File: src/rtl/hazard_control_unit.sv
// ============================================================================
// Module      : hazard_control_unit
// Description : ID/EX hazard unit covering load-use and WAW, mul/div busy, and branch flush.
// Revision    : 1.0 - initial release
// ============================================================================
`default_nettype none

module hazard_control_unit #(
    parameter int ADDR_W    = 5,
    parameter int NUM_SRC   = 2,
    parameter int LOAD_LAT  = 1,
    parameter int MD_CYCLES = 4,
    parameter int CHECK_WAW = 1,
    parameter int ZERO_SAFE = 1
) (
    input  logic                      clk,
    input  logic                      rst,
    input  logic [NUM_SRC*ADDR_W-1:0] id_src_addr,
    input  logic [NUM_SRC-1:0]        id_src_valid,
    input  logic [ADDR_W-1:0]         id_tar_addr,
    input  logic                      id_tar_valid,
    input  logic                      id_is_muldiv,
    input  logic                      id_uses_hilo,
    input  logic [ADDR_W-1:0]         ex_tar_addr,
    input  logic                      ex_mem_read,
    input  logic                      ex_branch_taken,
    output logic                      pc_write,
    output logic                      if_id_write,
    output logic                      stall,
    output logic                      if_id_flush,
    output logic                      md_busy
);

    localparam int LD_W = $clog2(LOAD_LAT + 1);
    localparam int MD_W = $clog2(MD_CYCLES + 1);

    localparam logic [LD_W-1:0] c_ld_reload = LD_W'(LOAD_LAT - 1);
    localparam logic [LD_W-1:0] c_ld_one    = LD_W'(1);
    localparam logic [MD_W-1:0] c_md_reload = MD_W'(MD_CYCLES);
    localparam logic [MD_W-1:0] c_md_one    = MD_W'(1);

    logic [LD_W-1:0]    r_ld_cnt;
    logic [LD_W-1:0]    w_ld_cnt_nxt;
    logic [MD_W-1:0]    r_md_cnt;
    logic [MD_W-1:0]    w_md_cnt_nxt;
    logic [NUM_SRC-1:0] w_src_hit;
    logic               w_waw_hit;
    logic               w_ld_hit;
    logic               w_ld_stall;
    logic               w_md_stall;
    logic               w_md_issue;

    function automatic logic addr_match(input logic [ADDR_W-1:0] a,
                                        input logic [ADDR_W-1:0] b);
        return (a == b) && !((ZERO_SAFE != 0) && (a == '0));
    endfunction

    generate
        for (genvar i = 0; i < NUM_SRC; i++) begin : g_src
            assign w_src_hit[i] = id_src_valid[i] &&
                                  addr_match(id_src_addr[i*ADDR_W +: ADDR_W], ex_tar_addr);
        end
    endgenerate

    assign w_waw_hit  = (CHECK_WAW != 0) && id_tar_valid && addr_match(id_tar_addr, ex_tar_addr);
    assign w_ld_hit   = ex_mem_read && ((|w_src_hit) || w_waw_hit);
    assign w_ld_stall = w_ld_hit || (r_ld_cnt != '0);
    assign w_md_stall = (r_md_cnt != '0) && (id_uses_hilo || id_is_muldiv);
    assign w_md_issue = id_is_muldiv && !w_ld_stall && !w_md_stall && !ex_branch_taken;

    // The first stall cycle is the hit itself, so the counter only holds the remainder.
    always_comb begin
        w_ld_cnt_nxt = r_ld_cnt;
        if (ex_branch_taken) begin
            w_ld_cnt_nxt = '0;
        end else if (r_ld_cnt != '0) begin
            w_ld_cnt_nxt = r_ld_cnt - c_ld_one;
        end else if (w_ld_hit) begin
            w_ld_cnt_nxt = c_ld_reload;
        end
    end

    // An issued mul/div is committed, so a flush leaves its countdown running.
    always_comb begin
        w_md_cnt_nxt = r_md_cnt;
        if (w_md_issue) begin
            w_md_cnt_nxt = c_md_reload;
        end else if (r_md_cnt != '0) begin
            w_md_cnt_nxt = r_md_cnt - c_md_one;
        end
    end

    always_ff @(posedge clk or posedge rst) begin
        if (rst) begin
            r_ld_cnt <= '0;
            r_md_cnt <= '0;
        end else begin
            r_ld_cnt <= w_ld_cnt_nxt;
            r_md_cnt <= w_md_cnt_nxt;
        end
    end

    // Outputs are forced to the free-running state while reset is held, even if inputs show a hazard.
    always_comb begin
        pc_write    = 1'b1;
        if_id_write = 1'b1;
        stall       = 1'b0;
        if_id_flush = 1'b0;
        md_busy     = 1'b0;
        if (!rst) begin
            md_busy = (r_md_cnt != '0);
            if (ex_branch_taken) begin
                if_id_flush = 1'b1;
                stall       = 1'b1;
            end else if (w_ld_stall || w_md_stall) begin
                stall       = 1'b1;
                pc_write    = 1'b0;
                if_id_write = 1'b0;
            end
        end
    end

endmodule

`default_nettype wire

File: config.mk
export PLATFORM = sky130hd
export DESIGN_NAME = hazard_control_unit
export DESIGN_NICKNAME = d
export VERILOG_FILES = /design/src/rtl/hazard_control_unit.sv
export SDC_FILE = /design/constraint.sdc
export NUM_CORES = 1
export LEC_CHECK = 0
export BUFFER_PORTS_ARGS = -buffer_cell sky130_fd_sc_hd__buf_2
export CORE_AREA = 2 2 39 41
export DETAILED_ROUTE_END_ITERATION = 10
export DIE_AREA = 0 0 41 43
export HOLD_SLACK_MARGIN = 0.15
export PLACE_DENSITY = 0.72
export SLEW_MARGIN = 20
export SYNTH_ARGS = -nofsm -noshare
export SYNTH_HDL_FRONTEND = slang
export SYNTH_SLANG_ARGS = --single-unit
export TNS_END_PERCENT = 50
File: constraint.sdc
create_clock -name clk -period 2.3 [get_ports clk]
set_input_delay 0.23 -clock clk [delete_from_list [all_inputs] [get_ports clk]]
set_output_delay 0.23 -clock clk [all_outputs]
set_load 0.02 [all_outputs]
* Word-level counts from Yosys, hierarchy flattened *
Cells that the tools add are included.

word-level totals
  bits in registers = 4
  word-level logic and storage cells = 47

operators by class
  add/subtract/negate cells = 2
  equal/unequal tests = 3
  mux-type cells = 13
  reduce and logical (&&, ||, !) cells = 27

operators with widths
  cell                                              count
  equality test 5 bit                               3
  logical NOT 5 bit                                 3
  logical AND 1 bit                                 11
  2-to-1 mux 1 bit                                  11
  logical NOT 1 bit                                 6
  2-to-1 mux 3 bit                                  2
  logical OR 1 bit                                  4
  nonzero test 3 bit                                1
  subtractor 3 x 1 -> 3 bit, second input constant  1
  nonzero test 2 bit                                1
  OR reduction 2 bit                                1
  subtractor 1 bit, second input constant           1

* Depth between registers and ports, before layout *
Gate-level depths: netlist of run 1.

  depth in word-level cells = 13
  gate-level depth with buffers = 6
  depth with buffers taken out = 6

* Worst setup path after synthesis of run 1 *
OpenSTA, ideal clock, no wires.

  path kind = register -> output
  from = reg r_md_cnt[0]
  to = out pc_write
  arrival time = 1.802 ns
  data required time = 2.070 ns
  setup slack = 0.268 ns
  stages on the path, launching flop included = 7
  buffers on the path = 1
  cells stage by stage = dfrtp_1 -> inv_1 -> ha_1 -> nor2b_1 -> nor2_1 -> o21ai_0 -> buf_4

on the way
  longest elaborated chain between the ends = 6

ends and longest elaborated chain
  item                           line  source
  start, declared                44    logic [MD_W-1:0] r_md_cnt;
  start signal, assigned         99    r_md_cnt <= w_md_cnt_nxt;
  nonzero test 3 bit             68    assign w_md_stall = (r_md_cnt != '0) && (id_uses_hilo || id_is_muldiv);
  logical AND 1 bit              68
  logical OR 1 bit               115   end else if (w_ld_stall || w_md_stall) begin
  2-to-1 mux 1 bit (3 in a row)  n/a
  end, declared                  27    output logic pc_write,

No other way between the ends.

* Final worst setup path of run 1 *
  from = reg r_md_cnt[0]
  to = out stall

on the way
  longest elaborated chain between the ends = 6

ends and longest elaborated chain
  item                line  source
  nonzero test 3 bit  68
  logical AND 1 bit   68
  logical OR 1 bit    115
  2-to-1 mux 1 bit    115
  2-to-1 mux 1 bit    112   if (ex_branch_taken) begin
  2-to-1 mux 1 bit    110   if (!rst) begin
  end, declared       29    output logic stall,

No other way between the ends.

==> flow_summary.json, run 1 <==
{
  "synth_area_per_cell_um2": 7.51,
  "crit_arrival_ns": 1.74,
  "placed_area_um2": 613,
  "path_class": "reg2out",
  "async_reset_ff_share_pct": 100,
  "post_cts_resize_count": 0,
  "cts_made_buffers": 3,
  "startpoint_type": "flip-flop",
  "tns_ns": 0,
  "wl_per_cell_um": 8.77,
  "area_growth_pct": 49.1,
  "antenna_found_initial": 0,
  "clock_latency_ns": 0.24,
  "design_area_um2": 649,
  "ant_nets": 0,
  "yosys.area.top_type": "xnor2_1",
  "dp_hpwl_um": 899,
  "rsz0062_at_grt": "false",
  "worstPathRequired_ns": 2.07,
  "track_usage_pct": 13.9,
  "drt_wl_total_um": 974,
  "cts_buffer_depth": 2,
  "stdcell_count": 111,
  "grt_first_pass_wirelength_mm": 1.70,
  "clock_skew_ns": 0.00257,
  "post-place-ws_ns": 0.442,
  "max_flop_register": "r_md_cnt",
  "cts_tree": "built",
  "synth_top_area_share_pct": 26.1,
  "antenna_cells": 0,
  "slew_viol_final": 0,
  "cts-htree-levels": 1,
  "numPortBuffers": 33,
  "holdWs_ns": 0.300,
  "die_h_um": 43,
  "final_nets": 127,
  "num_io_pins": 34,
  "syn_area_um2": 435,
  "grt_pass1_vias": 466,
  "ys_warn_count": 0,
  "clkSinkCount": 3,
  "gp_congestion": 0.688,
  "post-route-util_pct": 46.9,
  "p_total_mw": 0.439,
  "grt_max_degree": 7,
  "largest_register_ffs": 3,
  "synth.area.top_cells": "xnor2_1 26%, dfrtp_1 17%, nor2_1 6.9%",
  "synth_cell_types": 20,
  "worst-path-max-fanout": 6,
  "max_freq_ghz": 0.507,
  "post-synth-top-count-cell": "xnor2_1",
  "drive_gt1_share_pct": 38.9,
  "grt_overflow_total": 0,
  "top_regs": "r_md_cnt: 3 flops",
  "first_iter_violations": 4,
  "critPathCaptureType": "output pin",
  "yosysSeqAreaShare_pct": 17.2,
  "drcViolationCount": 0,
  "finalCriticalPeriod_ns": 1.97,
  "p_leak_nw": 0.300,
  "finalCritPeriodShare_pct": 85.7,
  "drtPass1Iterations": 3,
  "die_width_um": 41,
  "num_rows": 14,
  "max_slew_margin_pct": 73.3,
  "holdCritPathClass": "in2reg",
  "clk_pin_slew_ns": 0.04,
  "maxCapViolCount": 0,
  "synth-seq-cells": 3,
  "start_util_pct": 31.5,
  "syn-num-nets": 89,
  "synthTopCellsByCount": "13 x xnor2_1, 8 x nor2_1, 6 x nand2_1",
  "tightest_slew_ns": 0.400,
  "status": "completed",
  "synth_edf_count": 0,
  "synthFlopType": "dfrtp_1",
  "setup_ws_ns": 0.329,
  "vdd_drop_max_mv": 0.194,
  "syn_inst": 58,
  "core_area_um2": 1380,
  "hold_violations": 0,
  "setup_viol": 0,
  "dieArea_um2": 1760,
  "dp_cells": 106,
  "power_density_nw_per_um2": 676,
  "cts-root-buf": "clkbuf_4",
  "via_per_inst": 4.73,
  "vias": 525
}
-- final cells by class --
type,count,area [um^2]
clock buffer,4,26.3
fill,147,734
inverter,3,11.3
multi-input combinational,51,342
sequential,3,75.1
tap,16,20.0
timing repair buffer,34,175
-- timing repair --
item	CTS	global route
hold buffers	1	0
buffers inserted	0	0
endpoints found under the hold margin	3	0
-- path summary, 6_finish.rpt --
| path | startpoint | to | slack, ns | cells past startpoint |
|---|---|---|---|---|
| worst max-delay path | r_md_cnt[0] | stall | 0.33 | 6 |
| worst min-delay path | ex_mem_read | r_md_cnt[0] | 0.30 | 3 |
| worst max register to register | r_md_cnt[0] | r_md_cnt[1] | 0.50 | 6 |
| worst min register to register | r_md_cnt[2] | r_md_cnt[2] | 0.55 | 2 |
| max in group asynchronous | rst | r_md_cnt[1] | 1.71 | 3 |
| min in group asynchronous | rst | r_md_cnt[0] | 0.45 | 3 |
-- kinds of logic (layout without fill, tap and decap cells) --
group           count (synthesis)  after routing  synth area share [%]
xor+xnor                       13             13                  26.1
compound gates                  9              9                  14.7
fa+ha+maj                       2              2                  5.75
buf+inv                         4             41                  4.31
simple gates                   26             26                  29.6
flops                           3              3                  17.2
mux                             1              1                  2.30
-- worst max-delay path, stage by stage (launching register included) --
cell,delay [ns]
dfrtp_1,0.35
inv_1,0.11
ha_1,0.17
nor2b_1,0.36
nor2_1,0.12
o31a_1,0.24
buf_2,0.15
-- power breakdown --
group          switching, mW  internal, mW  total, mW  leakage, nW
Sequential            0.0132        0.0830     0.0962       0.0356
Combinational          0.132         0.117      0.249        0.250
Clock                 0.0290        0.0651     0.0941       0.0150
Total                  0.174         0.265      0.439        0.300
-- routing by layer --
metal	part of all wire (%)	wire [um]	track usage [%]
met1	38	373	15.4
met2	52	503	22.8
met3	8.0	78	1.57
met4	2.0	19	10.0
met5	0	0	0
-- cell usage in the layout, fill, tap and decap left out, types with 3 or more instances in the layout --
cell type / instances
a211oi_1: 3
buf_2: 33
clkbuf_4: 3
dfrtp_1: 3
inv_1: 3
nand2_1: 6
nand3_1: 3
nor2_1: 8
xnor2_1: 13
(Power assumes the default switching activity.)
==> run 2, diff against run 1 <==
--- a/config.mk
+++ b/config.mk
@@ -11,7 +11,7 @@
 export DIE_AREA = 0 0 41 43
 export HOLD_SLACK_MARGIN = 0.15
 export PLACE_DENSITY = 0.72
-export SLEW_MARGIN = 20
+export SLEW_MARGIN = 25
 export SYNTH_ARGS = -nofsm -noshare
 export SYNTH_HDL_FRONTEND = slang
 export SYNTH_SLANG_ARGS = --single-unit
==> constraint.sdc (replaced) <==
create_clock -name clk -period 2 [get_ports clk]
set_input_delay 0.2 -clock clk [delete_from_list [all_inputs] [get_ports clk]]
set_output_delay 0.2 -clock clk [all_outputs]
set_load 0.02 [all_outputs]
==> run 2 against run 1 <==
Clock skew shrank 0.0017 ns. Non-clock buffer count is 1 higher. First-iteration DRC count is 25% lower. Critical path type is now in2out. Sequential cell count unchanged. Combinational power up 21%.
==> flow_summary.json, run 2 (same netlist as run 1, synthesis figures left out) <==
{
  "largest_register_ffs": 3,
  "p_leak_nw": 0.306,
  "wl_per_cell_um": 8.93,
  "clk_pin_slew_ns": 0.03,
  "clock_latency_ns": 0.23,
  "r2r_cells": 6,
  "setup_viol": 0,
  "drt_wl_total_mm": 1.00,
  "vdd_drop_max_mv": 0.200,
  "clock_skew_ns": 0.000852,
  "post_cts_resize_count": 0,
  "final_cell_mix": "33 x buf_2, 13 x xnor2_1, 8 x nor2_1, 6 x nand2_1",
  "num_io_pins": 34,
  "post-route-util_pct": 47.5,
  "drtPass1Iterations": 2,
  "grt_max_degree": 6,
  "status": "completed",
  "antenna_cells": 0,
  "numPortBuffers": 33,
  "drive_gt1_share_pct": 39.6,
  "max_flop_register": "r_md_cnt",
  "path_class": "in2out",
  "ant_nets": 0,
  "stdcell_count": 112,
  "grt_first_pass_wirelength_mm": 1.62,
  "grt_pass1_vias": 461,
  "antenna_found_initial": 0,
  "rsz0062_at_grt": "false",
  "postCtsSetupBuffers": 0,
  "top_regs": "r_md_cnt: 3 flops",
  "startpoint_type": "input pin",
  "first_iter_violations": 3,
  "crit_arrival_ns": 1.58,
  "cts-root-buf": "clkbuf_4",
  "die_width_um": 41,
  "power_density_nw_per_um2": 786,
  "dp_cells": 107,
  "cts-htree-levels": 1,
  "critical-path-slowest-cell": "o41ai_1",
  "dp_hpwl_um": 945,
  "cts_buffer_depth": 2,
  "holdCritPathClass": "in2reg",
  "nFillCells": 142,
  "track_usage_pct": 12.9,
  "die_h_um": 43,
  "multi_input_area_um2": 342,
  "clkSinkCount": 3,
  "drcViolationCount": 0,
  "critical-path-top-delay-family": "compound AO/OA/AOI/OAI gates",
  "cts_made_buffers": 3,
  "critPathLaunch": "id_src_addr[2]",
  "core_area_um2": 1380,
  "path_cells": "buf_2 > o41ai_1 > a211oi_1 > o31a_1 > o31a_1 > buf_2",
  "worstPathRequired_ns": 1.80,
  "final_nets": 128,
  "via_per_inst": 4.57,
  "start_util_pct": 31.5,
  "vias": 512,
  "cts_tree": "built",
  "tightest_slew_ns": 0.357,
  "gp_congestion": 0.726,
  "max_freq_ghz": 0.562,
  "critPathCaptureType": "output pin",
  "worst-path-buf-inv": 2,
  "r2r-end": "r_md_cnt[1]",
  "dieArea_um2": 1760,
  "cp-endpoint": "stall",
  "worst-path-max-fanout": 3,
  "max_slew_margin_pct": 76.0,
  "area_growth_pct": 50.9,
  "maxCapViolCount": 0,
  "hold_violations": 0,
  "ff_latch_area_um2": 75.1,
  "path_depth": 6,
  "tns_ns": 0,
  "r2r-start": "r_md_cnt[0]",
  "finalCriticalPeriod_ns": 1.78,
  "hold_buffers": 1,
  "slowest_delay_ns": 0.37,
  "num_rows": 14,
  "slew_viol_final": 0,
  "grt_overflow_total": 0,
  "r2r_slack_ns": 0.37,
  "finalCritPeriodShare_pct": 89.0,
  "final_common_cell": "buf_2"
}
-- run 2: cell types whose count changed in the layout (fill, tap and decap cells not counted) --
cell     before  now
o21ai_0       2    1
buf_4         0    1
o21ai_1       0    1
-- run 2: worst reg2reg max path, stage by stage, from the launching register on --
cell and delay (ns):
dfrtp_1 0.35, inv_1 0.11, ha_1 0.18, nor2b_1 0.21
nand3b_1 0.15, nor4_1 0.40, nor3_1 0.10
-- run 2: power by group --
| part | switching (mW) | internal, mW |
|---|---|---|
| logic | 0.154 | 0.147 |
| registers | 0.0157 | 0.0955 |
| clock network | 0.0298 | 0.0747 |
| total | 0.199 | 0.317 |
-- run 2: per-layer routing --
metal  GRT usage, %  share of wire, %
met1           14.7                38
met2           21.9                52
met3           2.09                10
met4           6.00                 0
met5              0                 0
-- run 2: stage by stage --
| step | hold WS (ns) | setup WS (ns) | cell area (um^2) | power (mW) |
|---|---|---|---|---|
| global placement | 0.109 | 0.207 | 621 | 0.406 |
| finish | 0.293 | 0.221 | 657 | 0.516 |
| global route | 0.310 | 0.0582 | 657 | 0.567 |
| detailed placement | 0.116 | 0.211 | 621 | 0.418 |
| CTS | 0.297 | 0.194 | 657 | 0.530 |
| floorplan | -0.0380 | 0.201 | 435 | 0.318 |
-- run 2: worst min path at each step --
stage	start	endpoint	slack, ns	cells after the start
2_1_floorplan	rst	r_md_cnt[0]	-0.04	1
3_3_place_gp	rst	r_md_cnt[2]	0.11	2
3_5_place_dp	rst	r_md_cnt[1]	0.12	2
4_1_cts	ex_mem_read	r_md_cnt[0]	0.30	3
5_1_grt	ex_mem_read	r_md_cnt[0]	0.31	3
6_report	ex_mem_read	r_md_cnt[0]	0.29	3
-- run 2: final cells by class --
cell class,instances,share of cell area (%)
sequential,3,11.4
inverter,3,1.71
tap,16,3.05
timing repair buffer,35,27.8
clock buffer,4,4.00
multi-input combinational,51,52.0
